### src/rtl/alu_pkg.sv
// Shared types for the pipelined ALU: opcode enum, flag bit positions and
// the stage-1 control payload.
package alu_pkg;

    typedef enum logic [3:0] {
        OP_ADD = 4'd0,
        OP_SUB = 4'd1,
        OP_AND = 4'd2,
        OP_OR  = 4'd3,
        OP_XOR = 4'd4,
        OP_NOT = 4'd5,
        OP_SHL = 4'd6,
        OP_SHR = 4'd7,
        OP_SAR = 4'd8,
        OP_CMP = 4'd9
    } alu_op_t;

    // Bit positions inside the 4-bit {C, V, Z, N} flag vector.
    localparam int FLAG_C = 3;
    localparam int FLAG_V = 2;
    localparam int FLAG_Z = 1;
    localparam int FLAG_N = 0;

    // Width-independent part of the stage-1 payload. Operands and tag are
    // parameterised by the instantiating module and sit beside this struct.
    typedef struct packed {
        logic    valid;
        alu_op_t op;
    } s1_ctrl_t;

endpackage

### src/rtl/alu_exec.sv
// Combinational ALU core: result, {C,V,Z,N} flags and illegal-opcode error.
module alu_exec
    import alu_pkg::*;
#(
    parameter int WIDTH = 8
) (
    input  alu_op_t          op,
    input  logic [WIDTH-1:0] a,
    input  logic [WIDTH-1:0] b,
    output logic [WIDTH-1:0] result,
    output logic [3:0]       flags,
    output logic             err
);

    localparam int SH_W = $clog2(WIDTH);

    logic [SH_W-1:0]  amt;
    logic [WIDTH:0]   sum;
    logic [WIDTH:0]   diff;
    logic [WIDTH:0]   shl_ext;
    logic [WIDTH:0]   shr_ext;
    logic [WIDTH:0]   sar_ext;
    logic [WIDTH-1:0] res_calc;
    logic             c_bit;
    logic             v_bit;

    assign amt  = b[SH_W-1:0];
    assign sum  = {1'b0, a} + {1'b0, b};
    // MSB of the extended difference is the unsigned borrow.
    assign diff = {1'b0, a} - {1'b0, b};
    // One guard bit on the outgoing side catches the last bit shifted out;
    // it stays 0 for a zero shift amount.
    assign shl_ext = {1'b0, a} << amt;
    assign shr_ext = {a, 1'b0} >> amt;
    assign sar_ext = $signed({a, 1'b0}) >>> amt;

    // Per-opcode result and C/V; Z and N are derived uniformly afterwards.
    always_comb begin
        res_calc = '0;
        c_bit    = 1'b0;
        v_bit    = 1'b0;
        err      = 1'b0;
        case (op)
            OP_ADD: begin
                res_calc = sum[WIDTH-1:0];
                c_bit    = sum[WIDTH];
                v_bit    = (a[WIDTH-1] == b[WIDTH-1]) && (sum[WIDTH-1] != a[WIDTH-1]);
            end
            OP_SUB, OP_CMP: begin
                res_calc = diff[WIDTH-1:0];
                c_bit    = diff[WIDTH];
                v_bit    = (a[WIDTH-1] != b[WIDTH-1]) && (diff[WIDTH-1] != a[WIDTH-1]);
            end
            OP_AND: res_calc = a & b;
            OP_OR:  res_calc = a | b;
            OP_XOR: res_calc = a ^ b;
            OP_NOT: res_calc = ~a;
            OP_SHL: begin
                res_calc = shl_ext[WIDTH-1:0];
                c_bit    = shl_ext[WIDTH];
            end
            OP_SHR: begin
                res_calc = shr_ext[WIDTH:1];
                c_bit    = shr_ext[0];
            end
            OP_SAR: begin
                res_calc = sar_ext[WIDTH:1];
                c_bit    = sar_ext[0];
            end
            default: err = 1'b1;
        endcase

        // CMP keeps the flags of the difference (so Z means a==b) but
        // reports a zero result; illegal codes report nothing but err.
        result = (err || op == OP_CMP) ? '0 : res_calc;
        flags  = '0;
        if (!err) begin
            flags[FLAG_C] = c_bit;
            flags[FLAG_V] = v_bit;
            flags[FLAG_Z] = (res_calc == '0);
            flags[FLAG_N] = res_calc[WIDTH-1];
        end
    end

endmodule

### src/rtl/alu_pipe.sv
// Two-stage ALU pipeline with valid/ready on both sides. Stage 1 holds the
// accepted operation, stage 2 holds the computed result presented at out_*.
module alu_pipe
    import alu_pkg::*;
#(
    parameter int WIDTH = 8,
    parameter int TAG_W = 4
) (
    input  logic             clk,
    input  logic             rst_n,
    input  logic             in_valid,
    output logic             in_ready,
    input  logic [3:0]       in_op,
    input  logic [WIDTH-1:0] in_a,
    input  logic [WIDTH-1:0] in_b,
    input  logic [TAG_W-1:0] in_tag,
    output logic             out_valid,
    input  logic             out_ready,
    output logic [WIDTH-1:0] out_result,
    output logic [3:0]       out_flags,
    output logic             out_err,
    output logic [TAG_W-1:0] out_tag
);

    s1_ctrl_t         s1_ctrl_q, s1_ctrl_d;
    logic [WIDTH-1:0] s1_a_q, s1_a_d;
    logic [WIDTH-1:0] s1_b_q, s1_b_d;
    logic [TAG_W-1:0] s1_tag_q, s1_tag_d;

    logic             s2_valid_q, s2_valid_d;
    logic [WIDTH-1:0] s2_result_q, s2_result_d;
    logic [3:0]       s2_flags_q, s2_flags_d;
    logic             s2_err_q, s2_err_d;
    logic [TAG_W-1:0] s2_tag_q, s2_tag_d;

    logic             s1_adv;
    logic [WIDTH-1:0] exec_result;
    logic [3:0]       exec_flags;
    logic             exec_err;

    // Stage 1 may move on when stage 2 is empty or being drained this edge;
    // in_ready is purely combinational from out_ready and the valid flops.
    assign s1_adv   = !s2_valid_q || out_ready;
    assign in_ready = !s1_ctrl_q.valid || s1_adv;

    alu_exec #(
        .WIDTH (WIDTH)
    ) u_exec (
        .op     (s1_ctrl_q.op),
        .a      (s1_a_q),
        .b      (s1_b_q),
        .result (exec_result),
        .flags  (exec_flags),
        .err    (exec_err)
    );

    // Next-state for both stages; payloads only load with a valid operation.
    always_comb begin
        s1_ctrl_d   = s1_ctrl_q;
        s1_a_d      = s1_a_q;
        s1_b_d      = s1_b_q;
        s1_tag_d    = s1_tag_q;
        s2_valid_d  = s2_valid_q;
        s2_result_d = s2_result_q;
        s2_flags_d  = s2_flags_q;
        s2_err_d    = s2_err_q;
        s2_tag_d    = s2_tag_q;

        if (in_ready) begin
            s1_ctrl_d.valid = in_valid;
            if (in_valid) begin
                s1_ctrl_d.op = alu_op_t'(in_op);
                s1_a_d       = in_a;
                s1_b_d       = in_b;
                s1_tag_d     = in_tag;
            end
        end

        if (s1_adv) begin
            s2_valid_d = s1_ctrl_q.valid;
            if (s1_ctrl_q.valid) begin
                s2_result_d = exec_result;
                s2_flags_d  = exec_flags;
                s2_err_d    = exec_err;
                s2_tag_d    = s1_tag_q;
            end
        end
    end

    // Pipeline registers; reset drops every in-flight operation at once.
    always_ff @(posedge clk or negedge rst_n) begin
        if (!rst_n) begin
            s1_ctrl_q   <= '{valid: 1'b0, op: OP_ADD};
            s1_a_q      <= '0;
            s1_b_q      <= '0;
            s1_tag_q    <= '0;
            s2_valid_q  <= 1'b0;
            s2_result_q <= '0;
            s2_flags_q  <= '0;
            s2_err_q    <= 1'b0;
            s2_tag_q    <= '0;
        end else begin
            s1_ctrl_q   <= s1_ctrl_d;
            s1_a_q      <= s1_a_d;
            s1_b_q      <= s1_b_d;
            s1_tag_q    <= s1_tag_d;
            s2_valid_q  <= s2_valid_d;
            s2_result_q <= s2_result_d;
            s2_flags_q  <= s2_flags_d;
            s2_err_q    <= s2_err_d;
            s2_tag_q    <= s2_tag_d;
        end
    end

    assign out_valid  = s2_valid_q;
    assign out_result = s2_result_q;
    assign out_flags  = s2_flags_q;
    assign out_err    = s2_err_q;
    assign out_tag    = s2_tag_q;

endmodule
### config.mk
export PLATFORM = sky130hd
export DESIGN_NAME = alu_pipe
export DESIGN_NICKNAME = d
export VERILOG_FILES = /design/src/rtl/alu_pkg.sv /design/src/rtl/alu_exec.sv /design/src/rtl/alu_pipe.sv
export SDC_FILE = /design/constraint.sdc
export NUM_CORES = 1
export LEC_CHECK = 0
export CAP_MARGIN = 20
export CORE_ASPECT_RATIO = 0.8
export CORE_MARGIN = 2
export CORE_UTILIZATION = 30
export CTS_CLUSTER_DIAMETER = 50
export CTS_CLUSTER_SIZE = 30
export DETAILED_ROUTE_END_ITERATION = 8
export SETUP_SLACK_MARGIN = 0.05
export SLEW_MARGIN = 20
export SYNTH_ARGS = -nofsm -noshare
export SYNTH_HDL_FRONTEND = slang
export SYNTH_SLANG_ARGS = --single-unit
### constraint.sdc
create_clock -name clk -period 4.7 [get_ports clk]
set_input_delay 0.94 -clock clk [delete_from_list [all_inputs] [get_ports clk]]
set_output_delay 0.94 -clock clk [all_outputs]
set_load 0.05 [all_outputs]
-- Word-level counts from Yosys, hierarchy flattened
Index checks and enable logic that the tools add are counted.
- word-level logic and storage cells: 51
- bits in read-only memories: 0
- bits in writable memories: 0
- input port bits: 28
- memories: 0
- bits in registers: 43
- latch bits: 0
- div/mod/pow operators: 0
- equality and inequality tests: 13
- reduce and logical (&&, ||, !) cells: 13
- multiply operators: 0
- magnitude comparators: 0
- bitwise gates (word level): 4
- mux-type cells: 6
- shift operators: 3
- $add $sub $neg: 2
- operators by type and width (cell ; count):
    $pmux 8 s9 ; 1
    $eq 4x3->1 const B ; 4
    $reduce_or 10->1 ; 1
    $add 8x8->9 ; 1
    $shl 8x3->9 ; 1
    $shr 9x3->9 ; 1
    $sshr 9x3->9 ; 1
    $sub 8x8->9 ; 1
    $and 8x8->8 ; 1
    $eq 4x2->1 const B ; 2
    $eq 4x4->1 const B ; 2
    $logic_not 8->1 ; 1
    $mux 8 ; 1
    $not 8->8 ; 1
    $or 8x8->8 ; 1
    $xor 8x8->8 ; 1
    $pmux 1 s5 ; 1
    $eq 4x1->1 const B ; 1
    $logic_not 4->1 ; 1
    $mux 4 ; 1
    $reduce_and 2->1 ; 2
    $logic_or 1x1->1 ; 3
    $ne 1x1->1 ; 3
    $logic_and 1x1->1 ; 2
    5 further kinds ; 6

-- Longest topological paths before layout
Gate-level depths: netlist (run 1).
- depth after elaboration: 5
- depth in mapped cells: 10
- depth with buffers taken out: 10

-- Modules after synthesis
Synthesis (run 1) repeated with hierarchy kept, for this count alone.
- cells, all modules: 371
- area total of the unflattened synthesis: 3826.2 um2
- by module, submodules not included (module ; instances ; seq. area each (um2) ; area an instance (um2) ; cells each):
    alu_exec ; 1 ; 0.0 ; 2098.3 ; 278
    alu_pipe ; 1 ; 1076.0 ; 1727.9 ; 93

-- Worst setup path before layout (run 1)
Ideal clock, no wire load.
- path type: register to register
- start: register s1_b_q[1]
- end: register s2_flags_q[1] (netlist: out_flags[1])
- slack: 1.474 ns
- setup time: 0.104 ns
- period minus slack after synthesis: 3.226 ns
- cell stages (with the launch flop): 11
- data required time: 4.596 ns
- arrival time: 3.122 ns
- path through: dfrtp_1 > clkbuf_1 > buf_2 > inv_1 > ha_1 > nor3_1 > o311ai_1 > nand4_1 > or4b_1 > or4_1 > o41ai_2
- cells in the longest elaborated chain, start to end: 4
- elaborated cells on any way between the ends: 11
- those cells by class: add/sub (2); shift (3); mux (2); bitwise (3); reduce/logical (1)
- RTL lines (item ; line ; source):
    start: declaration ; alu_pipe.sv:27 ; logic [WIDTH-1:0] s1_b_q, s1_b_d;
    start signal: assignment ; alu_pipe.sv:95 ; s1_b_q <= '0;
    start signal: assignment ; alu_pipe.sv:105 ; s1_b_q <= s1_b_d;
    $sub 8x8->9, or another cell as far along ; alu_exec.sv:30 ; assign diff = {1'b0, a} - {1'b0, b};
    $pmux 8 s9 (*) ; alu_exec.sv:43 ; case (op)
    $logic_not 8->1 (*) ; alu_exec.sv:80 ; flags[FLAG_Z] = (res_calc == '0);
    $mux 4 (*) ; alu_exec.sv:77 ; if (!err) begin
    end signal: assignment ; alu_pipe.sv:109 ; s2_flags_q <= s2_flags_d;
    end: declaration ; alu_pipe.sv:32 ; logic [3:0] s2_flags_q, s2_flags_d;
Mark *: on every way between the ends. The rest lies on a longest branch, timed or not.
A chain may end at the register's enable or synchronous reset.

-- Worst setup path after layout (run 1)
- start: register s1_b_q[0]
- end: register s2_flags_q[1] (netlist: out_flags[1])
Same word-level chain as after synthesis.

==> results.toml, run 1 <==
[clock_tree]
clockBufferDepth = 2
ctsHoldBuffers = 0
cts_setup_buffers = 0
cts_tree = "done"
numCtsBuffers = 5
clkSinkCount = 43
cts_htree_levels = 2
clkTransAtPathRegs_ns = 0.06
root_buffer = "clkbuf_16"
clkLatencyLatePin_ns = 0.29
cts.repair.resized = 0

[die]
die_area_um2 = 12800
num_rows = 35
die_width_um = 126
core_area_um2 = 11600
initial_utilization_pct = 31.0
die_h_um = 102
io_pins = 47

[power_and_ir_drop]
power_mw = 1.79
power_density_nw_per_um2 = 416
peakVddDrop_mv = 0.165
leakagePower_nw = 1.81

[timing]
setup_tns_ns = 0
finalSetupViolations = 0
hold_viol = 0
max_freq_ghz = 0.296
worst_pin_slew_ns = 1.05
min_period_ns = 3.38
fin_crit_sh_pct = 71.8
finClkSkew_ns = 0.00440
slew_headroom_pct = 30.1
rsz0062_at_grt = "false"
drv_slew = 0

[logic_synthesis]
syn_area_um2 = 3580
synth_edf_count = 0
syn-num-nets = 429
ys_seq_area_share_pct = 30.1
synthArstFlopShare_pct = 100
synth_warnings = 0
ys_seq_elements = 43
ys_types = 64
avgSynthCellArea_um2 = 9.57
ys.flop_type = "dfrtp_1"
syn_inst = 374

[hold_path]
hold_class = "reg2reg"
min_from = "out_result[2]$_DFFE_PN0P_"

[drt]
viasPerCell = 5.63
wirelength_um = 10700
ant_nets = 0
wl_per_cell_um = 19.2
first_iter_violations = 277
drcViolationCount = 0
drt-pass1-iter-count = 4
vias = 3128

[critical_path]
crit_start = "s1_b_q[0]$_DFFE_PN0P_"
endpoint_kind = "flop"
crit_type = "reg2reg"
r2r-start = "s1_b_q[0]$_DFFE_PN0P_"
cp_max_fo = 24
start_kind = "flop"
crit_arrival_ns = 3.56
required_ns = 4.89

[layout]
fin_nets = 462
area_growth_pct = 20.1
antenna_cells = 0
final_common_cell = "clkdlybuf4s50_1"
layout-drive-gt1-share_pct = 14.5
layout_common_cells = "clkdlybuf4s50_1, dfrtp_1, mux2_2, nand2_1, ha_1"

[grt]
gr-usage-all-layers_pct = 17.0
grt_pass1_wl_um = 17300
antenna_found_initial = 0
grt_max_degree = 44
grt_pass1_vias = 3057
grt.overflow.total = 0

[outcome]
status = "finished clean"

[flow_run]
drv_cap = 0

[place]
io_buffers = 46
dp_hpwl_um = 7930
gp_congestion = 0.891
==> kinds of logic (layout without fill, tap and decap cells) <==
kind of cell	Yosys count	count (layout)	share of synthesized area, %
flops	43	43	30.1
mux	48	48	16.9
compound gates	94	94	19.5
fa+ha+maj	27	27	9.86
xor+xnor	2	2	0.490
simple gates	110	110	17.0
buf+inv	50	84	6.08
==> where the power goes <==
| group | internal (mW) | total (mW) | leakage [nW] | switching (mW) |
|---|---|---|---|---|
| clock network | 0.199 | 0.358 | 0.0664 | 0.159 |
| registers | 0.441 | 0.557 | 0.519 | 0.116 |
| logic | 0.362 | 0.873 | 1.22 | 0.511 |
| total | 1.00 | 1.79 | 1.81 | 0.786 |
==> Yosys cell counts, types with 8 or more instances <==
cell / number / area share, %
a21oi_1: 15 / 2.1
buf_2: 12 / 1.7
clkbuf_1: 8 / 0.84
dfrtp_1: 43 / 30
ha_1: 25 / 8.7
inv_1: 24 / 2.5
mux2_2: 30 / 9.4
mux2i_1: 11 / 3.1
nand2_1: 26 / 2.7
nand2b_1: 10 / 1.7
nor2_1: 16 / 1.7
nor3_1: 11 / 1.5
o211ai_1: 10 / 2.1
o21ai_0: 8 / 1.1
==> flip-flops by register name, summed over array words and instances (netlist names) <==
signal	flops
s1_tag_q	4
out_result	8
out_flags	4
s1_a_q	8
s1_b_q	8
out_err	1
s1_ctrl_q	5
out_tag	4
out_valid	1
==> layout make-up <==
cell class / count / area, µm²
Clock buffer: 5 / 125
Clock inverter: 3 / 23.8
Fill cell: 1220 / 7260
Inverter: 24 / 90.1
Multi-Input combinational cell: 281 / 2290
Sequential cell: 43 / 1080
Tap cell: 148 / 185
Timing Repair Buffer: 52 / 503
==> final timing paths <==
| kind | end | slack [ns] | cells after the start |
|---|---|---|---|
| setup reg to reg | out_flags[1]$_DFFE_PN0P_ | 1.32 | 6 |
| min in group asynchronous | s1_b_q[4]$_DFFE_PN0P_ | 0.64 | 1 |
| hold / removal | out_result[2]$_DFFE_PN0P_ | 0.48 | 2 |
| max in group asynchronous | s1_ctrl_q[3]$_DFFE_PN0P_ | 3.67 | 1 |
| setup / recovery | out_flags[1]$_DFFE_PN0P_ | 1.32 | 6 |
| hold reg to reg | out_result[2]$_DFFE_PN0P_ | 0.48 | 2 |
==> critical path, stage by stage (launching register included) <==
cell,delay [ns]
dfrtp_1,0.98
mux4_2,0.62
a32oi_1,0.21
nor2_1,0.08
or4b_1,0.52
or4_1,0.57
o41ai_2,0.29
==> per-stage QoR <==
step	cells	instance area, µm²	setup slack (ns)	hold WS [ns]	util, %
2_1_floorplan	374	3580	1.47	0.475	-
3_3_place_gp	548	4140	1.40	0.462	35.8
3_5_place_dp	548	4140	1.36	0.473	35.8
4_1_cts	556	4290	1.33	0.488	37.1
5_1_grt	556	4300	1.12	0.499	37.2
6_report	556	4300	1.32	0.480	37.2
==> routing by layer <==
layer	global-route usage [%]	wire length, µm
met2	25.5	4470
met3	3.59	746
met5	0	0
met4	1.78	32
met1	25.9	5400
No activity file was read; power rests on OpenSTA's default activity.
==> run 2, diff against run 1 <==
==> constraint.sdc (replaced) <==
create_clock -name clk -period 2.9 [get_ports clk]
set_input_delay 0.58 -clock clk [delete_from_list [all_inputs] [get_ports clk]]
set_output_delay 0.58 -clock clk [all_outputs]
set_load 0.05 [all_outputs]
==> run 2 against run 1 <==
  * Critical path depth grew 2
  * Clock skew is 0.00073 ns higher
  * Die area unchanged
  * Via count increased by 5.0%
  * Flip-flop and latch count is the same
  * Non-clock buffer count grew 32
  * Combinational power increased by 86%
  * Setup slack got worse by 1.2 ns
  * Fmax up 21%
==> results.toml, run 2 (same netlist as run 1, synthesis figures left out) <==
[outcome]
status = "finished clean"

[critical_path]
required_ns = 3.10
start_kind = "flop"
crit_chain = "ha_1 > fa_1 > and3_1 > or2_2 > a221o_1 > a211oi_2 > nand4_1 > o41ai_2"
endpoint_kind = "flop"
crit_arrival_ns = 2.97
crit_type = "reg2reg"
slowest_delay_ns = 0.48
cpMaxStageDelayCell = "dfrtp_2"
cp_max_fo = 8

[timing]
setup_tns_ns = 0
rsz0062_at_grt = "false"
hold_viol = 0
max_freq_ghz = 0.360
min_period_ns = 2.78
slew_headroom_pct = 55.4
drv_slew = 0
worst_pin_slew_ns = 0.669
fin_crit_sh_pct = 95.8
finClkSkew_ns = 0.00513
finalSetupViolations = 0

[drt]
wirelength_um = 11100
drcViolationCount = 0
vias = 3283
wl_per_cell_um = 18.8
ant_nets = 0
first_iter_violations = 457
viasPerCell = 5.58
drt-pass1-iter-count = 5

[clock_tree]
cts_setup_buffers = 0
clkLatencyLatePin_ns = 0.30
cts_htree_levels = 2
clkSinkCount = 43
clkTransAtPathRegs_ns = 0.07
root_buffer = "clkbuf_16"
clockBufferDepth = 2
numCtsBuffers = 5
cts_tree = "done"
ctsHoldBuffers = 0

[die]
die_area_um2 = 12800
io_pins = 47
num_rows = 35
core_area_um2 = 11600
die_width_um = 126
initial_utilization_pct = 31.0
die_h_um = 102

[layout]
layout-drive-gt1-share_pct = 22.3
layout_common_cells = "clkdlybuf4s50_1, dfrtp_1, buf_4, mux2_2, nand2_1"
area_growth_pct = 27.6
fin_nets = 494
final_common_cell = "clkdlybuf4s50_1"
nFillCells = 1152
final_core_util_pct = 39.5
antenna_cells = 0

[power_and_ir_drop]
power_density_nw_per_um2 = 671
leakagePower_nw = 1.96
peakVddDrop_mv = 0.269

[place]
io_buffers = 46
dp_hpwl_um = 8200
gp_congestion = 1.01

[grt]
grt_pass1_vias = 3108
grt_pass1_wl_um = 17700
gr-usage-all-layers_pct = 17.6
grt_max_degree = 44
grt.overflow.total = 0
antenna_found_initial = 0

[flow_run]
drv_cap = 0

[hold_path]
hold_class = "in2async"
## run 2: cell types whose count changed in the layout (fill, tap and decap cells not counted), moves of 2 or more
cell / previous run / this run
buf_4: 7 / 40
ha_4: 0 / 2
dfrtp_2: 0 / 2
dfrtp_1: 43 / 41
ha_1: 25 / 22
## run 2: final cells by class
type,count,area (µm²),share of cell area [%]
Sequential cell,43,1080,23.6
Clock buffer,5,125,2.74
Tap cell,148,185,4.05
Clock inverter,3,23.8,0.521
Inverter,24,90.1,1.97
Timing Repair Buffer,84,741,16.2
Multi-Input combinational cell,281,2320,50.9
## run 2: through the flow
step                      hold slack [ns]  worst slack, ns  instances  power (mW)  area [µm²]
after floorplan                     0.284            0.164        374        1.89        3610
final                               0.269            0.121        588        3.06        4570
after detailed placement            0.475           0.0861        580        2.43        4390
after global routing                0.344           0.0555        588        3.23        4570
after global placement              0.461          0.00590        580        2.43        4390
after CTS                           0.492           0.0571        588        3.03        4540
## run 2: final timing paths
check,slack [ns],end,start,cells after the start
min in group clk,0.48,out_err$_DFFE_PN0P_,out_err$_DFFE_PN0P_,2
setup reg to reg,0.12,out_flags[1]$_DFFE_PN0P_,s1_b_q[0]$_DFFE_PN0P_,8
max in group asynchronous,2.18,s1_b_q[0]$_DFFE_PN0P_,rst_n,1
hold reg to reg,0.48,out_err$_DFFE_PN0P_,out_err$_DFFE_PN0P_,2
hold / removal,0.27,s1_a_q[4]$_DFFE_PN0P_,rst_n,1
setup / recovery,0.12,out_flags[1]$_DFFE_PN0P_,s1_b_q[0]$_DFFE_PN0P_,8
## run 2: report_power, final
group	total (mW)	internal (mW)	leakage (nW)	switching (mW)
Combinational	1.62	0.691	1.37	0.932
Sequential	0.847	0.717	0.517	0.130
Clock	0.593	0.323	0.0664	0.270
## run 2: critical path: cells and delay by family, from the launching register on
kind                       cells  cell delay [ns]
and+or+nand+nor                3             0.65
AOI/OAI and AO/OA              3             0.88
DFF                            1             0.48
adders and majority gates      2             0.67
## run 2: what timing repair did
action,CTS,global route
pin swaps,0,0
resized for setup,1,5
endpoints found under the setup margin,1,2
## run 2: metal layers
layer,track usage [%],wire (µm),share of wire (%),vias up
met5,0,0,0,-
met4,3.55,186,1.7,0
met3,4.07,985,8.9,22
met2,24.6,4520,41,169
met1,27.4,5380,49,1551
li1,-,-,-,1541
==> run 3, diff against run 2 <==
--- a/config.mk
+++ b/config.mk
@@ -8,10 +8,11 @@
 export CAP_MARGIN = 20
 export CORE_ASPECT_RATIO = 0.8
 export CORE_MARGIN = 2
-export CORE_UTILIZATION = 30
+export CORE_UTILIZATION = 51
 export CTS_CLUSTER_DIAMETER = 50
 export CTS_CLUSTER_SIZE = 30
 export DETAILED_ROUTE_END_ITERATION = 8
+export PLACE_DENSITY = 0.78
 export SETUP_SLACK_MARGIN = 0.05
 export SLEW_MARGIN = 20
 export SYNTH_ARGS = -nofsm -noshare
==> run 3 against run 2 <==
  * First-iteration DRC count shrank 39%
  * Global-route usage grew 9.7 points
  * Utilization grew 25 points
  * Non-clock buffer count shrank 1
  * Wire length shrank 6.3%
  * Clock skew grew 0.00072 ns
  * Register-to-register slack is essentially flat
  * Critical path depth is the same
  * Sequential share of layout area grew 0.74 points
  * Combinational power is essentially flat
  * Die area shrank 40%
  * Critical path type unchanged
  * Largest cell class unchanged
  * Largest power group unchanged
==> results.toml, run 3 (same netlist as run 1, synthesis figures left out) <==
[hold_path]
hold_class = "in2async"

[clock_tree]
clkSinkCount = 43
clockBufferDepth = 2
clkTransAtPathRegs_ns = 0.09
root_buffer = "clkbuf_8"
cts_htree_levels = 2
ctsHoldBuffers = 0
cts_tree = "done"
clkLatencyLatePin_ns = 0.30
numCtsBuffers = 5

[layout]
fin_nets = 493
nFillCells = 585
final_area_um2 = 4430
layout_common_cells = "clkdlybuf4s50_1, dfrtp_1, buf_4, mux2_2, nand2_1"
register_area_um2 = 1080
antenna_cells = 0
multi_input_area_um2 = 2320
layout-drive-gt1-share_pct = 22.1
final_core_util_pct = 65.0
final_common_cell = "clkdlybuf4s50_1"
area_growth_pct = 23.9

[grt]
antenna_found_initial = 0
grt_pass1_wl_um = 16800
grt_max_degree = 44
grt_pass1_vias = 3181
gr-usage-all-layers_pct = 27.3
grt.overflow.total = 0

[outcome]
status = "finished clean"

[critical_path]
reg2reg_slack_ns = 0.12
crit_arrival_ns = 2.98
endpoint_kind = "flop"
required_ns = 3.10
crit_type = "reg2reg"
start_kind = "flop"
cp_max_fo = 10

[drt]
first_iter_violations = 278
vias = 3316
wirelength_um = 10400
wl_per_cell_um = 19.7
viasPerCell = 6.30
drcViolationCount = 0
drt-pass1-iter-count = 5
ant_nets = 0

[timing]
rsz0062_at_grt = "false"
finClkSkew_ns = 0.00585
fin_ws_ns = 0.124
drv_slew = 0
min_period_ns = 2.78
hold_viol = 0
slew_headroom_pct = 57.7
fin_crit_sh_pct = 95.7
max_freq_ghz = 0.360
setup_tns_ns = 0
worst_pin_slew_ns = 0.635
finalSetupViolations = 0

[die]
die_width_um = 97.7
io_pins = 47
initial_utilization_pct = 52.4
core_area_um2 = 6820
die_area_um2 = 7710
die_h_um = 78.9
num_rows = 27

[place]
dp_hpwl_um = 7810
gp_congestion = 0.954
io_buffers = 46
dpl_cell_area_um2 = 4290
dp_slack_ns = 0.0822

[power_and_ir_drop]
peakVddDrop_mv = 0.349
power_density_nw_per_um2 = 638
leakagePower_nw = 1.93
power_mw = 2.83

[flow_run]
drv_cap = 0
[run 3: per-layer routing]
layer / vias up / part of all wire [%] / global-route usage [%]
li1: 1526 / - / -
met1: 1620 / 45 / 38.7
met2: 151 / 46 / 44.1
met3: 19 / 7.6 / 4.84
met4: 0 / 1.6 / 6.25
met5: - / 0 / 0
[run 3: path summary, 6_finish.rpt]
kind / from / endpoint / cells past startpoint
min reg2reg: out_result[2]$_DFFE_PN0P_ / out_result[2]$_DFFE_PN0P_ / 2
min: rst_n / out_result[0]$_DFFE_PN0P_ / 1
max: s1_b_q[0]$_DFFE_PN0P_ / out_flags[1]$_DFFE_PN0P_ / 8
max in group asynchronous: rst_n / s1_b_q[0]$_DFFE_PN0P_ / 1
max reg2reg: s1_b_q[0]$_DFFE_PN0P_ / out_flags[1]$_DFFE_PN0P_ / 8
min in group clk: out_result[2]$_DFFE_PN0P_ / out_result[2]$_DFFE_PN0P_ / 2
[run 3: timing repair]
item / 4_1_cts / 5_1_grt
gates resized for setup: 1 / 7
setup endpoints to repair: 1 / 3
pin swaps: 0 / 0
setup buffers: 0 / 3
[run 3: worst max-delay path, cell delays in order (launching register included)]
cell	delay, ns
dfrtp_2	0.50
ha_1	0.24
fa_1	0.44
and3_1	0.18
or2_2	0.28
a221o_1	0.35
a211oi_1	0.32
nand4_1	0.15
o41ai_2	0.22
[run 3: cell type report]
class / count / area share [%]
clock buffer: 6 / 1.64
clock inverter: 2 / 0.282
inverter: 24 / 2.03
multi-input combinational: 281 / 52.4
sequential: 43 / 24.4
tap: 87 / 2.46
timing repair buffer: 83 / 16.8
[run 3: power by group]
part	total [mW]	leakage [nW]	switching (mW)	internal [mW]
registers	0.845	0.516	0.128	0.717
clock network	0.381	0.0412	0.212	0.169
logic	1.60	1.37	0.915	0.686
[run 3: stage by stage]
| step | cells | hold slack (ns) |
|---|---|---|
| 2_1_floorplan | 374 | 0.284 |
| 3_3_place_gp | 515 | 0.464 |
| 3_5_place_dp | 515 | 0.471 |
| 4_1_cts | 523 | 0.477 |
| 5_1_grt | 526 | 0.312 |
| 6_report | 526 | 0.271 |
